`src/rtl/xmpl_dsp_pkg.sv`:
```
// -----------------------------------------------------------------------------
// xmpl_dsp_pkg
// Shared definitions for the DSP job arbiter: controller state encoding,
// operand/result widths, status bit positions and a saturating-increment
// helper for the timeout statistics counter.
// -----------------------------------------------------------------------------
package xmpl_dsp_pkg;

    localparam int DSP_OPW       = 12;  // operand width
    localparam int DSP_RESW      = 32;  // result / status width
    localparam int DSP_IDW       = 3;   // requester index width (up to 8 requesters)
    localparam int DSP_STAT_DONE = 0;   // dsp_status_i bit: job finished
    localparam int DSP_STAT_ERR  = 1;   // dsp_status_i bit: job failed

    typedef enum logic [1:0] {
        ST_IDLE  = 2'd0,
        ST_ISSUE = 2'd1,
        ST_WAIT  = 2'd2,
        ST_RESP  = 2'd3
    } dsp_state_e;

    // Saturates at 255 rather than wrapping, so a long-running system never
    // reports a misleadingly small timeout count.
    function automatic logic [7:0] sat_inc8(input logic [7:0] v);
        return (v == 8'hFF) ? v : v + 8'd1;
    endfunction

endpackage

```
`src/rtl/xmpl_rr_arb.sv`:
```
// -----------------------------------------------------------------------------
// xmpl_rr_arb
// Purely combinational round-robin arbiter. The search starts at the index
// after last_grant_i and wraps around, so every requester is reached within
// NUM_REQ grants.
// Ports:
//   req_i        in   NUM_REQ  request vector
//   last_grant_i in   3        index of the previously granted requester
//   grant_o      out  NUM_REQ  one-hot grant (all-zero when no request)
//   grant_idx_o  out  3        binary index of the granted requester
// -----------------------------------------------------------------------------
module xmpl_rr_arb
    import xmpl_dsp_pkg::*;
#(
    parameter int NUM_REQ = 4
) (
    input  logic [NUM_REQ-1:0] req_i,
    input  logic [DSP_IDW-1:0] last_grant_i,
    output logic [NUM_REQ-1:0] grant_o,
    output logic [DSP_IDW-1:0] grant_idx_o
);

    logic found;

    // Outer loop walks priority order (offset 1 = highest priority), inner loop
    // matches the rotated position against each constant requester index so
    // that no variable bit-select is needed.
    always_comb begin
        grant_o     = '0;
        grant_idx_o = '0;
        found       = 1'b0;
        for (int i = 1; i <= NUM_REQ; i++) begin
            for (int j = 0; j < NUM_REQ; j++) begin
                if (!found && req_i[j] &&
                    (((int'(last_grant_i) + i) % NUM_REQ) == j)) begin
                    found       = 1'b1;
                    grant_o[j]  = 1'b1;
                    grant_idx_o = DSP_IDW'(j);
                end
            end
        end
    end

endmodule

```
`src/rtl/xmpl_dsp_arb.sv`:
```
// -----------------------------------------------------------------------------
// xmpl_dsp_arb
// Shares one DSP engine between NUM_REQ requesters. One job at a time:
// IDLE grants a requester (round robin), ISSUE pulses dsp_start_o, WAIT waits
// for the DSP done bit or a timeout, RESP presents the result until accepted.
//
// Handshakes: a request transfers in a cycle where req_valid_i[g] and
// req_ready_o[g] are both high; a response transfers in a cycle where
// rsp_valid_o and rsp_ready_i are both high. Once raised, rsp_valid_o and all
// rsp_* outputs stay constant until that transfer happens.
//
// Ports:
//   clk_i, reset_n_i     clock, synchronous active-low reset
//   req_valid_i          per-requester job request
//   req_operand_i        per-requester 12-bit operand
//   req_ready_o          one-hot accept strobe (IDLE only)
//   dsp_start_o          one-cycle start pulse to the DSP
//   dsp_operand_o        captured operand (0 in IDLE)
//   dsp_result_i         DSP result
//   dsp_status_i         DSP status (bit0 done, bit1 error)
//   rsp_valid_o/ready_i  response handshake
//   rsp_id_o/data_o/err_o response payload
//   busy_o               state is not IDLE
//   timeout_cnt_o        saturating count of timed-out jobs
// -----------------------------------------------------------------------------
module xmpl_dsp_arb
    import xmpl_dsp_pkg::*;
#(
    parameter int NUM_REQ     = 4,
    parameter int TIMEOUT_CYC = 1023
) (
    input  logic                              clk_i,
    input  logic                              reset_n_i,
    input  logic [NUM_REQ-1:0]                req_valid_i,
    input  logic [NUM_REQ-1:0][DSP_OPW-1:0]   req_operand_i,
    output logic [NUM_REQ-1:0]                req_ready_o,
    output logic                              dsp_start_o,
    output logic [DSP_OPW-1:0]                dsp_operand_o,
    input  logic [DSP_RESW-1:0]               dsp_result_i,
    input  logic [DSP_RESW-1:0]               dsp_status_i,
    output logic                              rsp_valid_o,
    input  logic                              rsp_ready_i,
    output logic [DSP_IDW-1:0]                rsp_id_o,
    output logic [DSP_RESW-1:0]               rsp_data_o,
    output logic                              rsp_err_o,
    output logic                              busy_o,
    output logic [7:0]                        timeout_cnt_o
);

    // TIMEOUT_CYC-1 always fits in $clog2(TIMEOUT_CYC) bits.
    localparam int                CNT_W    = $clog2(TIMEOUT_CYC);
    localparam logic [CNT_W-1:0]  CNT_LAST = CNT_W'(TIMEOUT_CYC - 1);

    dsp_state_e            state_q,       state_d;
    logic [DSP_IDW-1:0]    last_grant_q,  last_grant_d;
    logic [DSP_IDW-1:0]    id_q,          id_d;
    logic [DSP_OPW-1:0]    operand_q,     operand_d;
    logic [CNT_W-1:0]      wait_cnt_q,    wait_cnt_d;
    logic [DSP_RESW-1:0]   rsp_data_q,    rsp_data_d;
    logic                  rsp_err_q,     rsp_err_d;
    logic [7:0]            timeout_cnt_q, timeout_cnt_d;

    logic [NUM_REQ-1:0]    grant;
    logic [DSP_IDW-1:0]    grant_idx;
    logic                  dsp_done;
    logic                  dsp_err;
    logic [DSP_RESW-3:0]   unused_status;

    assign dsp_done      = dsp_status_i[DSP_STAT_DONE];
    assign dsp_err       = dsp_status_i[DSP_STAT_ERR];
    assign unused_status = dsp_status_i[DSP_RESW-1:2];

    xmpl_rr_arb #(
        .NUM_REQ      (NUM_REQ)
    ) u_rr_arb (
        .req_i        (req_valid_i),
        .last_grant_i (last_grant_q),
        .grant_o      (grant),
        .grant_idx_o  (grant_idx)
    );

    always_comb begin
        state_d       = state_q;
        last_grant_d  = last_grant_q;
        id_d          = id_q;
        operand_d     = operand_q;
        wait_cnt_d    = wait_cnt_q;
        rsp_data_d    = rsp_data_q;
        rsp_err_d     = rsp_err_q;
        timeout_cnt_d = timeout_cnt_q;

        case (state_q)
            ST_IDLE: begin
                if (|req_valid_i) begin
                    state_d      = ST_ISSUE;
                    last_grant_d = grant_idx;
                    id_d         = grant_idx;
                    for (int j = 0; j < NUM_REQ; j++) begin
                        if (grant[j]) begin
                            operand_d = req_operand_i[j];
                        end
                    end
                end
            end
            ST_ISSUE: begin
                wait_cnt_d = '0;
                state_d    = ST_WAIT;
            end
            ST_WAIT: begin
                // Done is tested first so a completion in the last allowed
                // cycle is reported normally and not counted as a timeout.
                if (dsp_done) begin
                    rsp_data_d = dsp_result_i;
                    rsp_err_d  = dsp_err;
                    state_d    = ST_RESP;
                end else if (wait_cnt_q == CNT_LAST) begin
                    rsp_data_d    = '0;
                    rsp_err_d     = 1'b1;
                    timeout_cnt_d = sat_inc8(timeout_cnt_q);
                    state_d       = ST_RESP;
                end else begin
                    wait_cnt_d = wait_cnt_q + 1'b1;
                end
            end
            ST_RESP: begin
                if (rsp_ready_i) begin
                    state_d = ST_IDLE;
                end
            end
            default: state_d = ST_IDLE;
        endcase
    end

    always_ff @(posedge clk_i) begin
        if (!reset_n_i) begin
            state_q       <= ST_IDLE;
            last_grant_q  <= DSP_IDW'(NUM_REQ - 1);  // first grant lands on 0
            id_q          <= '0;
            operand_q     <= '0;
            wait_cnt_q    <= '0;
            rsp_data_q    <= '0;
            rsp_err_q     <= 1'b0;
            timeout_cnt_q <= '0;
        end else begin
            state_q       <= state_d;
            last_grant_q  <= last_grant_d;
            id_q          <= id_d;
            operand_q     <= operand_d;
            wait_cnt_q    <= wait_cnt_d;
            rsp_data_q    <= rsp_data_d;
            rsp_err_q     <= rsp_err_d;
            timeout_cnt_q <= timeout_cnt_d;
        end
    end

    // req_ready_o is the only output fed combinationally by inputs, so it is
    // also masked by reset to keep every output quiet while reset is held.
    assign req_ready_o   = (state_q == ST_IDLE && reset_n_i) ? grant : '0;
    assign dsp_start_o   = (state_q == ST_ISSUE);
    assign dsp_operand_o = (state_q != ST_IDLE) ? operand_q : '0;
    assign rsp_valid_o   = (state_q == ST_RESP);
    assign rsp_id_o      = (state_q == ST_RESP) ? id_q : '0;
    assign rsp_data_o    = (state_q == ST_RESP) ? rsp_data_q : '0;
    assign rsp_err_o     = (state_q == ST_RESP) ? rsp_err_q : 1'b0;
    assign busy_o        = (state_q != ST_IDLE);
    assign timeout_cnt_o = timeout_cnt_q;

endmodule

```
`config.mk`:
```
export PLATFORM = sky130hd
export DESIGN_NAME = xmpl_dsp_arb
export DESIGN_NICKNAME = d
export VERILOG_FILES = /design/src/rtl/xmpl_dsp_pkg.sv /design/src/rtl/xmpl_rr_arb.sv /design/src/rtl/xmpl_dsp_arb.sv
export SDC_FILE = /design/constraint.sdc
export NUM_CORES = 1
export LEC_CHECK = 0
export ABC_AREA = 1
export CAP_MARGIN = 25
export CORE_ASPECT_RATIO = 1.2
export CORE_UTILIZATION = 30
export CTS_CLUSTER_DIAMETER = 100
export DETAILED_ROUTE_END_ITERATION = 6
export HOLD_SLACK_MARGIN = 0.12
export PLACE_DENSITY = 0.68
export SLEW_MARGIN = 30
export SYNTH_ARGS = -nofsm -noshare
export SYNTH_HDL_FRONTEND = slang
export SYNTH_SLANG_ARGS = --single-unit
```
`constraint.sdc`:
```
create_clock -name clk_i -period 4.3 [get_ports clk_i]
set_clock_uncertainty 0.15 [all_clocks]
set_input_delay 1.075 -clock clk_i [delete_from_list [all_inputs] [get_ports clk_i]]
set_output_delay 1.075 -clock clk_i [all_outputs]
set_load 0.05 [all_outputs]
```
==> results of run 1 <==
[final timing paths]
path,endpoint,depth (start not counted)
min reg2reg,rsp_data_q[16],2
max reg2reg,operand_q[5],15
max,req_ready_o[2],13
min,rsp_data_q[16],2
[flip-flops by register name, summed over array words and instances, names as in the netlist]
signal,cells
operand_q,12
rsp_data_q,32
timeout_cnt_o,8
last_grant_q,2
rsp_err_q,1
wait_cnt_q,10
id_q,2
state_q,2
[repair_timing]
action	4_1_cts	5_1_grt
endpoints found under the setup margin	0	3
buffers inserted	0	2
resized for setup	0	8
[per-stage QoR]
step / util (%) / power, W / cell area [um2] / hold WS, ns / worst slack [ns]
global route: 47.3 / 0.00332 / 6070 / 0.326 / 0.0123
global placement: 44.6 / 0.00232 / 5720 / 0.300 / 0.135
finish: 47.3 / 0.00308 / 6070 / 0.311 / 0.134
floorplan: - / 0.00191 / 4020 / 0.291 / 0.0883
CTS: 46.9 / 0.00309 / 6020 / 0.313 / 0.105
detailed placement: 44.6 / 0.00233 / 5720 / 0.303 / 0.109
[routing by layer]
| layer | wire [um] | global-route usage [%] |
|---|---|---|
| met5 | 0 | 0 |
| met4 | 114 | 5.80 |
| met3 | 760 | 4.66 |
| met2 | 5640 | 30.0 |
| met1 | 4900 | 20.2 |
[cell usage in the layout (no fill, tap or decap), drive strengths merged]
cell,synthesis,final
inv,101,101
a31oi,2,2
nor3b,6,6
conb,1,1
clkinvlp,0,3
a41oi,1,1
nand3,71,71
nand2,133,133
nand3b,1,1
o21ai,25,25
dlymetal6s2s,0,3
a21oi,83,83
ha,7,7
bufinv,0,1
nor3,9,9
dfxtp,69,69
buf,9,22
or3,1,1
clkbuf,26,10
a211oi,2,2
nor4,3,3
nor2,43,43
nand4,13,13
o211ai,1,1
clkdlybuf4s50,0,143
clkinv,0,2
xor2,1,1
[critical path: stages]
cell and delay (ns):
clkdlybuf4s50_1 0.47, nand2_2 0.12, inv_2 0.05, nor2_2 0.10, nand4_2 0.11, nor2_4 0.19, nand4_4 0.14, nor2_8 0.18
nand4_2 0.09, nand2_2 0.10, inv_2 0.06, nor2_4 0.10, buf_12 0.15
[cells by family (layout without fill, tap and decap cells)]
| kind of cell | count (synthesis) | count (layout) | share of synthesized area (%) |
|---|---|---|---|
| buffers and inverters | 136 | 285 | 13.6 |
| adders and majority gates | 7 | 7 | 2.18 |
| and+or+nand+nor | 280 | 280 | 34.1 |
| xor gates and xnor gates | 1 | 1 | 0.218 |
| AOI/OAI and AO/OA | 114 | 114 | 15.4 |
| DFF | 69 | 69 | 34.4 |
| other | 1 | 1 | 0.0933 |
[power breakdown]
part | total (W) | internal (W) | switching (W)
sequential | 0.000812 | 0.000748 | 0.0000640
combinational | 0.00152 | 0.000546 | 0.000977
clock | 0.000747 | 0.000462 | 0.000284
[layout make-up]
class,count,area [um2]
Tap cell,164,205
Clock inverter,6,62.6
Timing Repair Buffer,168,1680
Inverter,101,379
Multi-Input combinational cell,403,2120
Clock buffer,10,239
Sequential cell,69,1380
Fill cell,1342,6770
==> metrics.csv, run 1 <==
stage,metric,value,unit
logic_synthesis,yosysTopAreaCell,dfxtp_1,
logic_synthesis,synthArstFlopShare,0,%
timing,tightest_slew,0.897,ns
logic_synthesis,syn_inst,608,
drt,drt_iter0_drc,223,
drt,ant_nets,0,
power_and_ir_drop,p_leak,2.64,nW
setup_path,crit_path_end_kind,output port,
floorplanning,core_area,12800,um2
logic_synthesis,synth_top_cells_by_area,"dfxtp_1 34%, nand2_1 12%, inv_1 9.2%, a21oi_1 9.2%, nand3_1 7.5%",
min_path,worstHoldPathType,register to register,
cells_and_area,final_cell_count_no_fill,921,
floorplanning,start_util,31.3,%
logic_synthesis,yosysSeqAreaShare,34.4,%
logic_synthesis,synth_top_cells_by_count,"128 x nand2_1, 99 x inv_1, 74 x a21oi_1",
global_route,grt_remaining_overflow,0,
clock_network,clk_pin_slew,0.06,ns
clock_network,numCtsBuffers,9,
drt,vias_per_cell,4.67,
drt,vias,4297,
logic_synthesis,ys_seq_elements,69,
logic_synthesis,avgSynthCellArea,6.61,um2
global_route,gr-usage-all-layers,17.2,%
setup_path,critPathKind,input pin to output port,
setup_path,critPathLaunch,req_valid_i[3],
logic_synthesis,synthesis.area,4020,um2
timing,grt_setup_unrepaired,false,
floorplanning,die_h,129,um
clock_network,clk_latency,0.33,ns
global_route,grt_max_degree,38,
placed_design,dpl.hpwl,8180,um
floorplanning,pin_count,182,
clock_network,tritoncts,built,
drt,routed_wl,11400,um
logic_synthesis,synth-main-ff-cell,dfxtp_1,
setup_path,rrSetupSlack,1.66,ns
drt,wl_per_cell,12.4,um
logic_synthesis,synth_cell_types,37,
floorplanning,dieArea,13900,um2
setup_path,cp.required,3.07,ns
drt,drc,0,
timing,final.period_utilization,96.9,%
timing,fin_setup_tns,0,ns
global_route,grt_pass1_vias,4110,
timing,slew_headroom,39.5,%
placed_design,gp_congestion,0.826,
timing,setup_viol,0,
clock_network,cts_sinks,69,
clock_network,cts_buffer_depth,2,
cells_and_area,num_antenna_cells,0,
drt,firstDrtPassIters,4,
placed_design,placed_cells,903,
logic_synthesis,yosysWarnings,0,
timing,maxSlewViolCount,0,
placed_design,io_buffers,150,
global_route,antenna_found_initial,0,
setup_path,start_kind,input pin,
setup_path,cp_max_fo,4,
logic_synthesis,synth_edf_count,0,
power_and_ir_drop,p_per_area,508,nW/um2
logic_synthesis,synth_top_area_share,34.4,%
job,maxCapViolations,0,
clock_network,cts.htree.levels,3,
global_route,grt_pass1_wl,19000,um
clock_network,cts_hold_buf,0,
logic_synthesis,yosysMostFrequentCell,nand2_1,
timing,min_period,4.17,ns
setup_path,r2r_start,last_grant_q[0],
floorplanning,rows,45,
cells_and_area,area_growth_syn_to_layout,51.1,%
timing,fmax,0.240,GHz
cells_and_area,drive_above_1_share,10.7,%
power_and_ir_drop,vdd_ir_drop_max,0.300,mV
logic_synthesis,synth_nets,734,
floorplanning,die_w,108,um
clock_network,cts_root_buf,clkbuf_16,
min_path,hp-start,rsp_data_q[16],
timing,hold_viol_final,0,
status,status,"finished, final reports clean",
setup_path,crit_arrival,2.94,ns
cells_and_area,final_nets,878,
Power figures use the tool's default switching activity.
==> run 2: changes to the inputs <==
CELL_PAD_IN_SITES_DETAIL_PLACEMENT = 1   (was not set)
CELL_PAD_IN_SITES_GLOBAL_PLACEMENT = 1   (was not set)
PLACE_DENSITY = 0.92   (was 0.68)
SLEW_MARGIN = not set   (was 30)
==> metrics.csv, run 2 (same netlist as run 1, synthesis figures left out) <==
stage,metric,value,unit,change
drt,ant_nets,0,,unchanged
cells_and_area,multiInputGateArea,2100,um2,-0.83%
drt,route.met2.wl,6650,um,+18%
global_route,grt_remaining_overflow,0,,unchanged
min_path,worstHoldPathType,register to register,,
drt,firstDrtPassIters,4,,unchanged
placed_design,gp_congestion,0.811,,-1.8%
power_and_ir_drop,p_leak,2.63,nW,-0.63%
job,maxCapViolations,0,,unchanged
cells_and_area,num_antenna_cells,0,,unchanged
drt,vias,4467,,+4.0%
timing,hold_viol_final,0,,unchanged
timing,setup_viol,0,,unchanged
drt,met1Wirelength,5300,um,+8.0%
floorplanning,rows,45,,unchanged
setup_path,critPathKind,input pin to output port,,
power_and_ir_drop,p_per_area,520,nW/um2,+2.5%
clock_network,tritoncts,built,,
cells_and_area,utilization,47.2,%,-0.098 points
global_route,antenna_found_initial,1,,+1
setup_path,rrSetupSlack,1.56,ns,-0.10 ns
floorplanning,dieArea,13900,um2,unchanged
power_and_ir_drop,seq_power_share,25.8,%,-0.5 points
timing,tightest_slew,0.644,ns,-0.253 ns
cells_and_area,drive_above_1_share,10.3,%,-0.38 points
drt,vias_per_cell,4.86,,+4.1%
placed_design,io_buffers,150,,unchanged
placed_design,dpl.hpwl,9830,um,+20%
setup_path,cp.required,3.07,ns,about the same
clock_network,cts_buffer_depth,2,,unchanged
power_and_ir_drop,combPwrFrac,48.8,%,-0.6 points
clock_network,clk_pin_slew,0.05,ns,about the same
power_and_ir_drop,swShare,43.0,%,about the same
drt,drt_iter0_drc,162,,-27%
power_and_ir_drop,vdd_ir_drop_max,0.226,mV,-25%
timing,holdWs,0.312,ns,+0.00107 ns
floorplanning,core_area,12800,um2,unchanged
cells_and_area,largest-register,rsp_data_q,,
global_route,grt_max_degree,38,,unchanged
power_and_ir_drop,p_total,0.00315,W,+2.3%
drt,drc,0,,unchanged
timing,maxSlewViolCount,0,,unchanged
drt,wl_per_cell,14.2,um,+15%
drt,top_layer,met5,,
clock_network,cts_sinks,69,,unchanged
cells_and_area,final_cell_mix,"146 x clkdlybuf4s50_1, 128 x nand2_1, 99 x inv_1, 72 x a21oi_1, 69 x dfxtp_1",,
clock_network,clk_latency,0.33,ns,about the same
cells_and_area,final-seq-area,1380,um2,unchanged
power_and_ir_drop,p_clk_share,25.4,%,+1.2 points
global_route,grt_pass1_wl,21500,um,+13%
clock_network,cts_hold_buf,0,,unchanged
status,status,"finished, final reports clean",,
drt,routed_wl,13100,um,+15%
clock_network,numCtsBuffers,9,,unchanged
floorplanning,start_util,31.3,%,unchanged
timing,slew_headroom,57.1,%,+18 points
setup_path,cp_max_fo,4,,unchanged
setup_path,crit_arrival,2.96,ns,+0.02 ns
global_route,grt_pass1_vias,4729,,+15%
floorplanning,pin_count,182,,unchanged
power_and_ir_drop,p_int,0.00180,W,+2.3%
drt,wl_met3,784,um,+3.2%
cells_and_area,largest_reg_flops,32,,unchanged
timing,final.period_utilization,97.4,%,+0.47 points
power_and_ir_drop,net-switching-power,0.00136,W,+2.4%
timing,fmax,0.239,GHz,-0.48%
floorplanning,die_h,129,um,unchanged
timing,min_period,4.19,ns,+0.0201 ns
cells_and_area,area_growth_syn_to_layout,50.8,%,
floorplanning,die_w,108,um,unchanged
cells_and_area,final_nets,877,,-0.11%
global_route,gr-usage-all-layers,19.5,%,+2.3 points
timing,grt_setup_unrepaired,true,,
clock_network,ctsResizeCount,0,,unchanged
cells_and_area,top_regs,"rsp_data_q (32), operand_q (12), wait_cnt_q (10)",,
cells_and_area,fillers,1668,,+24%
clock_network,post_cts_buffers,0,,unchanged
setup_path,start_kind,input pin,,
clock_network,cts_root_buf,clkbuf_16,,
clock_network,cts.htree.levels,3,,unchanged
cells_and_area,layout_commonest_cell,clkdlybuf4s50_1,,
setup_path,crit_path_end_kind,output port,,
[run 2: cell types whose count changed in the layout (fill, tap and decap cells not counted), moves of 2 or more]
cell,change
nand3_1,+2
clkinv_4,+2
dlymetal6s2s_1,-3
clkdlybuf4s50_1,+3
nand3_2,-2
buf_4,-2
clkinvlp_4,-2
[run 2: layout make-up]
type / instances / share of cell area (%)
flip-flops and latches: 69 / 22.8
well taps: 164 / 3.39
clock buffers: 9 / 3.72
multi-input cells: 403 / 34.7
repair buffers: 167 / 27.5
clock inverters: 7 / 1.63
inverters: 101 / 6.26
[run 2: per-layer routing]
| metal | global-route usage (%) | vias to the layer above |
|---|---|---|
| li1 | - | 2232 |
| met2 | 36.0 | 139 |
| met4 | 8.86 | 2 |
| met1 | 21.1 | 2067 |
| met3 | 3.95 | 27 |
| met5 | 0 | - |
[run 2: final timing paths]
path                                      from                to  depth (start not counted)
worst max-delay path            req_valid_i[0]    req_ready_o[0]                         11
worst min-delay path             rsp_data_q[5]     rsp_data_q[5]                          2
worst max register to register      state_q[0]  timeout_cnt_o[6]                         12
worst min register to register   rsp_data_q[5]     rsp_data_q[5]                          2
[run 2: critical path: stages]
cell and delay (ns):
clkdlybuf4s50_1 0.44, nand3_1 0.13, nand3_2 0.10, nor2_2 0.12, nand4_2 0.11, nor2_4 0.15, nand4_4 0.14, nor2_8 0.15
nand2_1 0.07, a41oi_1 0.29, buf_12 0.18
[run 2: power by group through the flow]
stage,Clock [W],Combinational [W],Sequential (W)
floorplan,0,0.00110,0.000809
global placement,0,0.00150,0.000821
detailed placement,0,0.00154,0.000827
CTS,0.000819,0.00155,0.000813
global route,0.000841,0.00170,0.000827
finish,0.000802,0.00154,0.000813
[run 2: through the flow]
stage               instances  worst slack (ns)  instance area (um2)  TNS [ns]
detailed placement        903             0.119                 5720         0
global placement          903             0.121                 5720         0
CTS                       919            0.0938                 6050         0
global route              920           -0.0116                 6060   -0.0116
floorplan                 608            0.0883                 4020         0
finish                    920             0.114                 6060         0
==> run 3: changes to the inputs <==
CORE_UTILIZATION = 26   (was 30)
CTS_BUF_LIST = sky130_fd_sc_hd__clkbuf_4   (was not set)
PLACE_DENSITY = 0.86   (was 0.92)
SKIP_CTS_REPAIR_TIMING = 1   (was not set)
clock period = 3.7 ns   (was 4.3 ns; I/O delays follow)
==> metrics.csv, run 3 (same netlist as run 1, synthesis figures left out) <==
stage,metric,value,unit,change
status,status,"finished, final reports clean",,
global_route,antenna_found_initial,1,,unchanged
timing,fmax,0.280,GHz,
clock_network,cts_root_buf,clkbuf_4,,
global_route,use_met3,4.43,%,+0.48 points
timing,slew_headroom,37.9,%,-19 points
drt,drc,0,,unchanged
setup_path,cp_max_fo,4,,unchanged
setup_path,worstSetupPathDepth,13,,+2
setup_path,crit_end,req_ready_o[2],,
cells_and_area,drive_above_1_share,16.5,%,+6.2 points
setup_path,crit_path_end_kind,output port,,
setup_path,cp_slowest_cell,nor2_8,,
min_path,worstHoldPathType,register to register,,
clock_network,clk_pin_slew,0.12,ns,+0.07 ns
timing,fin_setup_tns,0,ns,unchanged
setup_path,cp.required,2.62,ns,-0.45 ns
setup_path,r2r_end,timeout_cnt_o[7],,
cells_and_area,area_growth_syn_to_layout,48.3,%,
drt,wl_per_cell,13.4,um,-5.9%
global_route,grt_remaining_overflow,0,,unchanged
placed_design,io_buffers,150,,unchanged
setup_path,critPathLaunch,req_valid_i[2],,
clock_network,cts.htree.levels,3,,unchanged
cells_and_area,final_cell_count_no_fill,970,,+5.4%
floorplanning,dieArea,16000,um2,+15%
timing,final.period_utilization,96.4,%,
cells_and_area,final_cell_mix,"128 x nand2_1, 106 x clkdlybuf4s50_1, 99 x inv_1, 72 x a21oi_1, 68 x dfxtp_1",,
setup_path,r2r_start,state_q[0],,
floorplanning,die_h,138,um,+7.3%
clock_network,cts_buffer_depth,2,,unchanged
cells_and_area,fillers,1904,,+14%
timing,holdWs,0.321,ns,+0.00869 ns
power_and_ir_drop,p_per_area,551,nW/um2,+5.8%
setup_path,crit_arrival,2.49,ns,-0.47 ns
floorplanning,pin_count,182,,unchanged
global_route,grt_max_degree,38,,unchanged
placed_design,pre_cts_slack,-0.167,ns,-0.286 ns
global_route,grt_pass1_wl,21200,um,-1.5%
timing,grt_setup_unrepaired,false,,
cells_and_area,largest_reg_flops,32,,unchanged
cells_and_area,top_regs,"rsp_data_q (32), operand_q (12), wait_cnt_q (10)",,
setup_path,cp_common_cell,nor2_4,,
placed_design,placed_cells,952,,+5.4%
timing,setup_viol,0,,unchanged
global_route,grt_use_met1,18.3,%,-2.8 points
job,maxCapViolations,0,,unchanged
drt,vias_per_cell,4.54,,-6.5%
floorplanning,core_area,15000,um2,+17%
global_route,gr-max-usage-layer,met2,,
setup_path,cpPeakStageDelay,0.19,ns,-0.25 ns
global_route,gr-usage-all-layers,16.8,%,-2.6 points
floorplanning,rows,49,,+8.9%
timing,min_period,3.57,ns,
clock_network,clk_latency,0.42,ns,+0.09 ns
setup_path,rrSetupSlack,1.02,ns,-0.54 ns
cells_and_area,final_nets,886,,+1.0%
cells_and_area,largest-register,rsp_data_q,,
power_and_ir_drop,p_leak,2.70,nW,+3.0%
timing,maxSlewViolCount,0,,unchanged
clock_network,numCtsBuffers,9,,unchanged
global_route,grt_pass1_vias,4527,,-4.3%
drt,vias,4405,,-1.4%
cells_and_area,utilization,39.7,%,-7.5 points
clock_network,cts_sinks,69,,unchanged
setup_path,critPathKind,input pin to output port,,
drt,routed_wl,13000,um,-0.83%
placed_design,gp_congestion,0.805,,-0.80%
floorplanning,start_util,26.7,%,-4.5 points
cells_and_area,layout_commonest_cell,nand2_1,,
setup_path,start_kind,input pin,,
setup_path,critPathBufInv,3,,+1
setup_path,cpLargestDelayFamily,simple AND/OR/NAND/NOR gates,,
drt,firstDrtPassIters,4,,unchanged
timing,tightest_slew,0.922,ns,+0.278 ns
drt,ant_nets,0,,unchanged
clock_network,tritoncts,built,,
floorplanning,die_w,115,um,+7.3%
placed_design,dpl.hpwl,9810,um,-0.18%
power_and_ir_drop,vdd_ir_drop_max,0.331,mV,+47%
global_route,grt_util_met2,30.8,%,-5.3 points
timing,hold_viol_final,0,,unchanged
drt,drt_iter0_drc,163,,+0.62%
timing,final.setup.worst_slack,0.132,ns,+0.0180 ns
setup_path,crit_chain,dlymetal6s2s_1 > nand3_2 > nand3_2 > nor2_4 > nand4_2 > nor2_4 > nand4_4 > nor2_8 > nand4_2 > nand2_2 > inv_2 > nor2_4 > buf_12,,
setup_path,worstRegToRegCells,11,,-1
==> run 3: cell types whose count changed in the layout (fill, tap and decap cells not counted), moves of 4 or more <==
| cell | previous run | this run |
|---|---|---|
| dlymetal6s2s_1 | 0 | 4 |
| clkbuf_16 | 9 | 0 |
| buf_4 | 16 | 62 |
| clkdlybuf4s50_1 | 146 | 106 |
| clkbuf_4 | 0 | 9 |
==> run 3: per-stage QoR <==
stage               power [W]  area, um2
finish                0.00328       5960
global route          0.00354       5960
CTS                   0.00331       5910
detailed placement    0.00279       5770
global placement      0.00275       5770
floorplan             0.00223       4040
==> run 3: worst register-to-register path, stage by stage, from the launching register on <==
cell and delay (ns):
dfxtp_1 0.36, inv_1 0.09, ha_1 0.16, buf_4 0.36
inv_1 0.15, nor2_1 0.14, nand2_1 0.07, nor4_1 0.30
nand2_1 0.14, nor4_1 0.37, a21oi_1 0.12, a211oi_1 0.18
==> run 3: per-layer routing <==
| layer | up-vias | routed length [um] |
|---|---|---|
| met3 | 4 | 821 |
| met5 | - | 0 |
| li1 | 2257 | - |
| met4 | 0 | 104 |
| met1 | 2034 | 5310 |
| met2 | 110 | 6750 |
==> run 3: worst min-delay path by stage <==
stage	slack [ns]	depth (start not counted)	to	start
3_3_place_gp	0.30	2	rsp_data_q[17]	rsp_data_q[17]
3_5_place_dp	0.30	2	rsp_data_q[24]	rsp_data_q[24]
4_1_cts	0.32	2	rsp_data_q[17]	rsp_data_q[17]
6_report	0.32	2	rsp_data_q[14]	rsp_data_q[14]
2_1_floorplan	0.29	2	rsp_data_q[0]	rsp_data_q[0]
5_1_grt	0.34	2	rsp_data_q[20]	rsp_data_q[20]
==> run 3: power by group <==
| part | switching [W] | internal [W] |
|---|---|---|
| clock | 0.000296 | 0.000208 |
| combinational | 0.00117 | 0.000660 |
| sequential | 0.0000790 | 0.000869 |
==> run 3: cell type report <==
cell class	count	area, um2	share of cell area [%]
Multi-Input combinational cell	403	2140	35.9
Timing Repair Buffer	176	1660	27.8
Sequential cell	69	1380	23.2
Inverter	101	379	6.36
Tap cell	204	255	4.28
Clock inverter	7	73.8	1.24
Clock buffer	9	67.6	1.13
Antenna cell	1	2.50	0.0420
